$ cat src/rtl/uart_pkg.sv
// Shared definitions for the buffered UART transmitter: parity modes,
// transmitter FSM states and a frame-length helper.
package uart_pkg;

    localparam int PARITY_NONE = 0;
    localparam int PARITY_ODD  = 1;
    localparam int PARITY_EVEN = 2;

    typedef enum logic [2:0] {
        S_IDLE,
        S_START,
        S_DATA,
        S_PARITY,
        S_STOP
    } tx_state_t;

    // Clock cycles occupied by one complete frame on the line.
    function automatic int frame_len(input int div, input int data_bits,
                                     input int parity, input int stop_bits);
        return div * (1 + data_bits + ((parity != PARITY_NONE) ? 1 : 0) + stop_bits);
    endfunction

endpackage

$ cat src/rtl/sync_fifo.sv
// Single-clock FIFO with wrap-bit pointers, registered occupancy count and
// combinational read data from the head entry.
module sync_fifo #(
    parameter int WIDTH = 8,
    parameter int DEPTH = 4
) (
    input  logic                     clk,
    input  logic                     reset,
    input  logic                     wr_en,
    input  logic [WIDTH-1:0]         wr_data,
    output logic                     full,
    input  logic                     rd_en,
    output logic [WIDTH-1:0]         rd_data,
    output logic                     empty,
    output logic [$clog2(DEPTH):0]   count
);

    localparam int AW = $clog2(DEPTH);

    logic [WIDTH-1:0] mem [DEPTH];
    logic [AW:0]      wr_ptr;
    logic [AW:0]      rd_ptr;
    logic             push;
    logic             pop;

    // Same address with differing wrap bits means the writer has lapped the reader.
    assign empty   = (wr_ptr == rd_ptr);
    assign full    = (wr_ptr[AW] != rd_ptr[AW]) && (wr_ptr[AW-1:0] == rd_ptr[AW-1:0]);
    assign push    = wr_en && !full;
    assign pop     = rd_en && !empty;
    assign rd_data = mem[rd_ptr[AW-1:0]];

    always_ff @(posedge clk) begin
        if (!reset) begin
            wr_ptr <= '0;
            rd_ptr <= '0;
            count  <= '0;
        end else begin
            if (push) begin
                wr_ptr <= wr_ptr + 1'b1;
            end
            if (pop) begin
                rd_ptr <= rd_ptr + 1'b1;
            end
            case ({push, pop})
                2'b10:   count <= count + 1'b1;
                2'b01:   count <= count - 1'b1;
                default: count <= count;
            endcase
        end
    end

    always_ff @(posedge clk) begin
        if (reset && push) begin
            mem[wr_ptr[AW-1:0]] <= wr_data;
        end
    end

endmodule

$ cat src/rtl/uart_tx_buffered.sv
// Buffered UART transmitter: words enter a FIFO over valid/ready and are
// serialised LSB-first with optional parity and one or two stop bits.
module uart_tx_buffered
    import uart_pkg::*;
#(
    parameter int CLOCK_RATE = 1000,
    parameter int BAUD_RATE  = 100,
    parameter int DATA_BITS  = 8,
    parameter int PARITY     = 0,
    parameter int STOP_BITS  = 1,
    parameter int FIFO_DEPTH = 4
) (
    input  logic                          clk,
    input  logic                          reset,
    input  logic [DATA_BITS-1:0]          data_in,
    input  logic                          valid_in,
    output logic                          ready_out,
    input  logic                          tx_enable,
    output logic                          tx_pin,
    output logic                          busy,
    output logic [$clog2(FIFO_DEPTH):0]   fifo_count
);

    localparam int DIV = CLOCK_RATE / BAUD_RATE;
    localparam int BW  = (DIV > 1) ? $clog2(DIV) : 1;
    localparam int NW  = $clog2(DATA_BITS + 1);

    if (DIV < 2 || (CLOCK_RATE % BAUD_RATE) != 0) begin : g_bad_div
        $error("uart_tx_buffered: CLOCK_RATE/BAUD_RATE must be an integer >= 2");
    end
    if (DATA_BITS < 5 || DATA_BITS > 9) begin : g_bad_width
        $error("uart_tx_buffered: DATA_BITS must be 5..9");
    end
    if (PARITY < PARITY_NONE || PARITY > PARITY_EVEN) begin : g_bad_parity
        $error("uart_tx_buffered: PARITY must be 0, 1 or 2");
    end
    if (STOP_BITS < 1 || STOP_BITS > 2) begin : g_bad_stop
        $error("uart_tx_buffered: STOP_BITS must be 1 or 2");
    end
    if (FIFO_DEPTH < 2 || (FIFO_DEPTH & (FIFO_DEPTH - 1)) != 0) begin : g_bad_depth
        $error("uart_tx_buffered: FIFO_DEPTH must be a power of two >= 2");
    end

    tx_state_t               state;
    logic [BW-1:0]           baud_cnt;
    logic [NW-1:0]           bit_cnt;
    logic [DATA_BITS-1:0]    shift_reg;
    logic                    parity_acc;
    logic                    parity_bit;
    logic [DATA_BITS-1:0]    fifo_head;
    logic                    fifo_full;
    logic                    fifo_empty;
    logic                    can_start;
    logic                    baud_last;
    logic                    frame_end;
    logic                    pop;

    assign ready_out  = reset && !fifo_full;
    assign can_start  = !fifo_empty && tx_enable;
    assign baud_last  = (baud_cnt == BW'(DIV - 1));
    assign frame_end  = (state == S_STOP) && baud_last && (bit_cnt == NW'(STOP_BITS - 1));
    // Popping on the final stop edge lets back-to-back frames run with no idle gap.
    assign pop        = can_start && ((state == S_IDLE) || frame_end);
    assign parity_bit = (PARITY == PARITY_EVEN) ? parity_acc : !parity_acc;

    sync_fifo #(
        .WIDTH (DATA_BITS),
        .DEPTH (FIFO_DEPTH)
    ) u_fifo (
        .clk     (clk),
        .reset   (reset),
        .wr_en   (valid_in),
        .wr_data (data_in),
        .full    (fifo_full),
        .rd_en   (pop),
        .rd_data (fifo_head),
        .empty   (fifo_empty),
        .count   (fifo_count)
    );

    always_ff @(posedge clk) begin
        if (!reset) begin
            state      <= S_IDLE;
            baud_cnt   <= '0;
            bit_cnt    <= '0;
            shift_reg  <= '0;
            parity_acc <= 1'b0;
            tx_pin     <= 1'b1;
            busy       <= 1'b0;
        end else begin
            case (state)
                S_IDLE: begin
                    if (pop) begin
                        state      <= S_START;
                        baud_cnt   <= '0;
                        bit_cnt    <= '0;
                        shift_reg  <= fifo_head;
                        parity_acc <= 1'b0;
                        tx_pin     <= 1'b0;
                        busy       <= 1'b1;
                    end
                end

                S_START: begin
                    if (baud_last) begin
                        state      <= S_DATA;
                        baud_cnt   <= '0;
                        bit_cnt    <= '0;
                        tx_pin     <= shift_reg[0];
                        parity_acc <= parity_acc ^ shift_reg[0];
                        shift_reg  <= shift_reg >> 1;
                    end else begin
                        baud_cnt <= baud_cnt + 1'b1;
                    end
                end

                S_DATA: begin
                    if (baud_last) begin
                        baud_cnt <= '0;
                        if (bit_cnt == NW'(DATA_BITS - 1)) begin
                            bit_cnt <= '0;
                            if (PARITY != PARITY_NONE) begin
                                state  <= S_PARITY;
                                tx_pin <= parity_bit;
                            end else begin
                                state  <= S_STOP;
                                tx_pin <= 1'b1;
                            end
                        end else begin
                            bit_cnt    <= bit_cnt + 1'b1;
                            tx_pin     <= shift_reg[0];
                            parity_acc <= parity_acc ^ shift_reg[0];
                            shift_reg  <= shift_reg >> 1;
                        end
                    end else begin
                        baud_cnt <= baud_cnt + 1'b1;
                    end
                end

                S_PARITY: begin
                    if (baud_last) begin
                        state    <= S_STOP;
                        baud_cnt <= '0;
                        bit_cnt  <= '0;
                        tx_pin   <= 1'b1;
                    end else begin
                        baud_cnt <= baud_cnt + 1'b1;
                    end
                end

                S_STOP: begin
                    if (baud_last) begin
                        baud_cnt <= '0;
                        if (bit_cnt == NW'(STOP_BITS - 1)) begin
                            bit_cnt <= '0;
                            if (pop) begin
                                state      <= S_START;
                                shift_reg  <= fifo_head;
                                parity_acc <= 1'b0;
                                tx_pin     <= 1'b0;
                                busy       <= 1'b1;
                            end else begin
                                state  <= S_IDLE;
                                tx_pin <= 1'b1;
                                busy   <= 1'b0;
                            end
                        end else begin
                            bit_cnt <= bit_cnt + 1'b1;
                        end
                    end else begin
                        baud_cnt <= baud_cnt + 1'b1;
                    end
                end

                default: begin
                    state  <= S_IDLE;
                    tx_pin <= 1'b1;
                    busy   <= 1'b0;
                end
            endcase
        end
    end

endmodule

$ cat config.mk
export PLATFORM = sky130hd
export DESIGN_NAME = uart_tx_buffered
export DESIGN_NICKNAME = d
export VERILOG_FILES = /design/src/rtl/uart_pkg.sv /design/src/rtl/sync_fifo.sv /design/src/rtl/uart_tx_buffered.sv
export SDC_FILE = /design/constraint.sdc
export NUM_CORES = 1
export LEC_CHECK = 0
export ABC_AREA = 1
export BUFFER_PORTS_ARGS = -buffer_cell sky130_fd_sc_hd__buf_2
export CAP_MARGIN = 20
export CELL_PAD_IN_SITES_DETAIL_PLACEMENT = 2
export CELL_PAD_IN_SITES_GLOBAL_PLACEMENT = 2
export CORE_ASPECT_RATIO = 1.4
export CORE_MARGIN = 2
export CORE_UTILIZATION = 37
export DETAILED_ROUTE_END_ITERATION = 16
export PLACE_DENSITY_LB_ADDON = 0.15
export SYNTH_ARGS = -nofsm -noshare
export SYNTH_HDL_FRONTEND = slang
export SYNTH_HIERARCHICAL = 1
export SYNTH_SLANG_ARGS = --single-unit
$ cat constraint.sdc
create_clock -name clk -period 3.1 [get_ports clk]
set_input_delay 0.62 -clock clk [delete_from_list [all_inputs] [get_ports clk]]
set_output_delay 0.62 -clock clk [all_outputs]
set_load 0.03 [all_outputs]
==> flow_summary.toml, run 1 <==
[logic_synthesis]
ys.warnings.count = 6
yosysUniqueCellTypes = 32
ys_async_sr_fraction = 0
synth-edff-count = 32
synthFlopType = "edfxtp_1"
syn_area_mm2 = 0.00315
syn-num-nets = 390
avgSynthCellArea_um2 = 8.57
ys_ff_latch = 64
syn_inst = 367
synth_seq_area_share = 0.509
ys_top_cells_by_count = "nand2_1, nor2_1, inv_1, dfxtp_1, edfxtp_1"
synth.most_common_cell = "nand2_1"
netlist_top_cells_area = "edfxtp_1, dfxtp_1, nand2_1"
synth_area_leader_cell = "edfxtp_1"
synth_top_cell_area_share = 0.305

[pwr]
cellLeakagePower_nw = 1.55
powerDensity_mw_per_mm2 = 883
ir_worst_vdd_mv = 0.390

[setup_path]
cp_max_fo = 8
critPathRequiredTime_ns = 3.32
crit_chain = "inv_1 -> nand2_1 -> nand2_1 -> nand3_2 -> inv_1 -> inv_1 -> nand2_1 -> nor2_1 -> nand2_1 -> nand2_1 -> nand2_1 -> inv_1 -> ha_1 -> fa_1 -> o21ai_0 -> a21oi_1"
cp-end-kind = "flip-flop"
critical_path_class = "flip-flop to flip-flop"
cp-start-kind = "flip-flop"
crit_top_cell = "nand2_1"
max_stage_delay_ns = 0.43
cp_slowest_cell = "fa_1"
critPathArrivalTime_ns = 2.84

[clock_network]
cts.htree.levels = 3
clkTransAtPathRegs_ns = 0.06
post_cts_buffers = 0
clock_latency_ns = 0.34
cts_hold_buffers = 0
ctsResizeCount = 0
root_buffer = "clkbuf_16"
clock-sinks = 64
cts_inserted_buffers = 9
cts_tree = "yes"
ctsLongestPathBuffers = 2

[cells_and_area]
area_growth_pct = 15.5
drive_gt1_frac = 0.139
fin_area_mm2 = 0.00363
multi_input_area_mm2 = 0.00133
diodes = 0
nets = 415
final_util = 0.443
largest_reg_flops = 32
fillers = 918
seq_area_mm2 = 0.00160

[placement]
dpl-instance-area_mm2 = 0.00333
hpwlAfterDp_um = 5820
place_congestion = 0.745
dpl_worst_slack_ns = 0.548
io_buffers = 17

[grt]
grt_pass1_wl_um = 14800
grt_max_degree = 26
antenna_found_initial = 0
grt_pass1_vias = 2992
grt_usage = 0.215
overflow = 0

[timing]
timing.final.crit_period_ns = 2.62
fmax_mhz = 382
worst_slew_pin_slew_ns = 0.550
slew_violations = 0
relSlewSlack = 0.633
setup-violations-final = 0
fin_setup_tns_ns = 0
fin_crit_sh = 0.844
final_hold_viol_count = 0
rsz0062_at_grt = "false"
skew_ns = 0.00460
fin_ws_ns = 0.483

[route]
drt_iter0_markers = 77
route.detailed.drc = 0
viasPerCell = 5.23
dr.pass1.iters = 4
drtAntennaViolNets = 0
wl_per_cell_um = 17.4
totalWireLength_um = 8690
via_count = 2608

[floorplanning]
start_util = 0.384
row_count = 39
die_area_mm2 = 0.00927
pin_count = 18
die_x_um = 81.9
die_y_um = 113
coreArea_mm2 = 0.00820

[run]
maxCapViolCount = 0

[worst_hold_path]
hold_class = "flip-flop to flip-flop"

[status]
status = "completed"
[worst paths after layout]
path / endpoint / cells past startpoint / from / slack [ns]
setup / recovery: u_fifo/count[1] / 16 / u_fifo/wr_ptr[1] / 0.48
setup reg to reg: u_fifo/count[1] / 16 / u_fifo/wr_ptr[1] / 0.48
hold / removal: busy / 2 / busy / 0.47
hold reg to reg: busy / 2 / busy / 0.47
[critical path: cells and delay by family, from the launching register on]
kind | cells | cell delay, ns
simple gates | 8 | 0.89
buf+inv | 4 | 0.31
compound gates | 2 | 0.25
fa+ha+maj | 2 | 0.64
flops | 1 | 0.41
[cell families (layout without fill, tap and decap cells)]
family	count (synthesis)	in the layout	synth area share
buffers and inverters	47	77	0.0688
adder cells (fa/ha/maj)	11	11	0.0461
flip-flops	64	64	0.509
XOR/XNOR	3	3	0.0107
AO/OA/AOI/OAI	58	58	0.0971
AND/OR/NAND/NOR	184	184	0.268
[layout by cell type (no fill, tap or decap), types with 2 or more instances in the layout]
master / count
nor2_1: 57
clkbuf_16: 9
nand2_2: 2
o22ai_1: 8
inv_6: 2
nor3_1: 3
clkinvlp_4: 3
xor2_1: 2
nand3b_1: 9
buf_2: 17
o21ai_0: 24
nand3_1: 24
edfxtp_1: 32
inv_1: 35
ha_1: 10
dfxtp_1: 32
inv_2: 3
buf_4: 6
a21oi_1: 24
nand3_2: 4
nand2_1: 77
[through the flow]
stage | hold WS, ns | power (mW) | cells
4_1_cts | 0.477 | 3.25 | 499
3_5_place_dp | 0.468 | 2.18 | 483
5_1_grt | 0.494 | 3.44 | 499
6_report | 0.471 | 3.21 | 499
2_1_floorplan | 0.443 | 1.93 | 367
3_3_place_gp | 0.449 | 2.12 | 483
[cell type report]
class | count | area share
Sequential cell | 64 | 0.441
Multi-Input combinational cell | 256 | 0.365
Clock buffer | 9 | 0.0620
Inverter | 38 | 0.0393
Timing Repair Buffer | 23 | 0.0358
Tap cell | 102 | 0.0351
Clock inverter | 7 | 0.0217
[routing by layer]
metal	global-route usage	wire [um]	vias to the layer above	share of wire
li1	-	-	1272	-
met1	0.237	3420	1297	0.39
met2	0.395	4900	26	0.56
met3	0.0415	198	13	0.023
met4	0.0800	158	0	0.018
met5	0	0	-	0
[power by group]
part | internal [mW] | switching [mW] | total, mW
Clock | 0.629 | 0.401 | 1.03
Combinational | 0.347 | 0.711 | 1.06
Sequential | 1.01 | 0.107 | 1.12
Total | 1.99 | 1.22 | 3.21
Power figures use the tool's default switching activity.
==> inputs of run 2 (changes only) <==
--- a/config.mk
+++ b/config.mk
@@ -12,7 +12,7 @@
 export CELL_PAD_IN_SITES_GLOBAL_PLACEMENT = 2
 export CORE_ASPECT_RATIO = 1.4
 export CORE_MARGIN = 2
-export CORE_UTILIZATION = 37
+export CORE_UTILIZATION = 34
 export DETAILED_ROUTE_END_ITERATION = 16
 export PLACE_DENSITY_LB_ADDON = 0.15
 export SYNTH_ARGS = -nofsm -noshare
==> constraint.sdc (replaced) <==
create_clock -name clk -period 2.17 [get_ports clk]
set_input_delay 0.434 -clock clk [delete_from_list [all_inputs] [get_ports clk]]
set_output_delay 0.434 -clock clk [all_outputs]
set_load 0.03 [all_outputs]
==> run 2 against run 1 <==
  * The run now ends with negative setup slack left
  * Hold slack worse by 0.16 ns
  * Fmax up 15%
  * Register-to-register slack worse by 0.59 ns
  * Largest cell class unchanged
  * Highest routed layer unchanged
==> flow_summary.toml, run 2 (same netlist as run 1, synthesis figures left out) <==
[worst_hold_path]
hold_end = "u_fifo/mem[3][3]"
hold_class = "primary input to flip-flop"
min-delay-start = "data_in[3]"
hold_depth = 1

[floorplanning]
row_count = 41
die_y_um = 118
die_area_mm2 = 0.0100
start_util = 0.348
pin_count = 18
die_x_um = 85.3
coreArea_mm2 = 0.00903

[clock_network]
clock-sinks = 64
cts_inserted_buffers = 9
ctsLongestPathBuffers = 2
root_buffer = "clkbuf_16"
cts_tree = "yes"
clkTransAtPathRegs_ns = 0.05
clock_latency_ns = 0.33
cts.htree.levels = 3

[route]
wl_per_cell_um = 18.0
totalWireLength_um = 9560
drtAntennaViolNets = 0
dr.pass1.iters = 4
route.detailed.drc = 0
drt_iter0_markers = 79
viasPerCell = 5.11
via_count = 2709

[grt]
overflow = 0
grt_pass1_vias = 3035
grt_usage = 0.193
antenna_found_initial = 0
grt_max_degree = 17
grt_pass1_wl_um = 15000

[cells_and_area]
largest_reg_flops = 32
area_growth_pct = 23.8
drive_gt1_frac = 0.246
final_util = 0.431
layout_common_cells = "nand2_1, nor2_1, buf_4, edfxtp_1, inv_1"
final_common_cell = "nand2_1"
fin_area_mm2 = 0.00389
nets = 441
diodes = 0

[pwr]
total_power_mw = 4.65
cellLeakagePower_nw = 1.67
powerDensity_mw_per_mm2 = 1200
ir_worst_vdd_mv = 0.646

[timing]
relSlewSlack = 0.700
setup-violations-final = 2
timing.final.crit_period_ns = 2.27
worst_slew_pin_slew_ns = 0.450
slew_violations = 0
fin_ws_ns = -0.103
fmax_mhz = 440
fin_crit_sh = 1.05
rsz0062_at_grt = "true"
final_hold_viol_count = 0
skew_ns = 0.00547

[status]
status = "finished with violations"
violations = "negative setup slack"

[setup_path]
reg2reg_slack_ns = -0.10
r2r.worst_path.cells = 16
critPathRequiredTime_ns = 2.43
cp-end-kind = "flip-flop"
critical_path_class = "flip-flop to flip-flop"
regToRegStartpoint = "u_fifo/wr_ptr[0]"
critPathArrivalTime_ns = 2.53
cp-start-kind = "flip-flop"
cp_max_fo = 3
rr_endpoint = "u_fifo/count[2]"
startpoint = "u_fifo/wr_ptr[0]"

[placement]
io_buffers = 17
place_congestion = 0.779
dpl-instance-area_mm2 = 0.00344
hpwlAfterDp_um = 6060

[run]
maxCapViolCount = 0
run 2: power breakdown:
part | switching (mW) | total (mW) | internal, mW
Clock | 0.533 | 1.29 | 0.757
Sequential | 0.132 | 1.58 | 1.45
Combinational | 1.14 | 1.78 | 0.636
Total | 1.81 | 4.65 | 2.84
run 2: how the worst max path moves through the flow:
stage / endpoint / slack, ns / cells past startpoint
after global routing: u_fifo/count[2] / -0.22 / 16
after CTS: u_fifo/count[2] / 0.0006 / 16
final: u_fifo/count[2] / -0.10 / 16
after global placement: u_fifo/count[1] / 0.08 / 16
after detailed placement: u_fifo/count[1] / -0.04 / 16
after floorplan: u_fifo/count[2] / -0.003 / 16
run 2: worst max-delay path: stages, from the launching register on:
cell and delay [ns]:
dfxtp_2 0.35, xnor2_4 0.26, nand3_4 0.12, inv_2 0.08
inv_2 0.04, nand2_4 0.07, nor2_4 0.05, nand2_2 0.08
nand2_2 0.08, nand2_2 0.07, inv_2 0.04, ha_4 0.16
fa_2 0.37, nor2_2 0.11, nor2_1 0.07, and3_1 0.15
nor3_1 0.11
run 2: timing repair:
| item | 4_1_cts | 5_1_grt |
|---|---|---|
| pin swaps | 3 | 6 |
| hold endpoints to repair | 0 | 0 |
| endpoints found under the setup margin | 2 | 9 |
| buffers inserted | 7 | 6 |
| resized for setup | 14 | 18 |
| hold buffers | 0 | 0 |
run 2: through the flow:
stage	hold WS (ns)	setup TNS (ns)	setup WS (ns)	instances
floorplan	0.443	-0.00290	-0.00290	367
CTS	0.302	0	0.000627	524
finish	0.312	-0.188	-0.103	530
global route	0.308	-0.676	-0.215	530
global placement	0.459	0	0.0775	501
detailed placement	0.474	-0.0408	-0.0408	501
run 2: layer usage:
layer / routed length, um / global-route usage
met1: 3760 / 0.208
met2: 5350 / 0.366
met3: 181 / 0.0365
met4: 257 / 0.0625
met5: 0 / 0
run 2: area by class of cell:
| class | instances | area (um^2) |
|---|---|---|
| clock buffers | 9 | 225 |
| clock inverters | 7 | 38.8 |
| fillers | 1009 | 5130 |
| inverters | 38 | 143 |
| multi-input cells | 256 | 1410 |
| flip-flops and latches | 64 | 1620 |
| well taps | 107 | 134 |
| repair buffers | 49 | 332 |
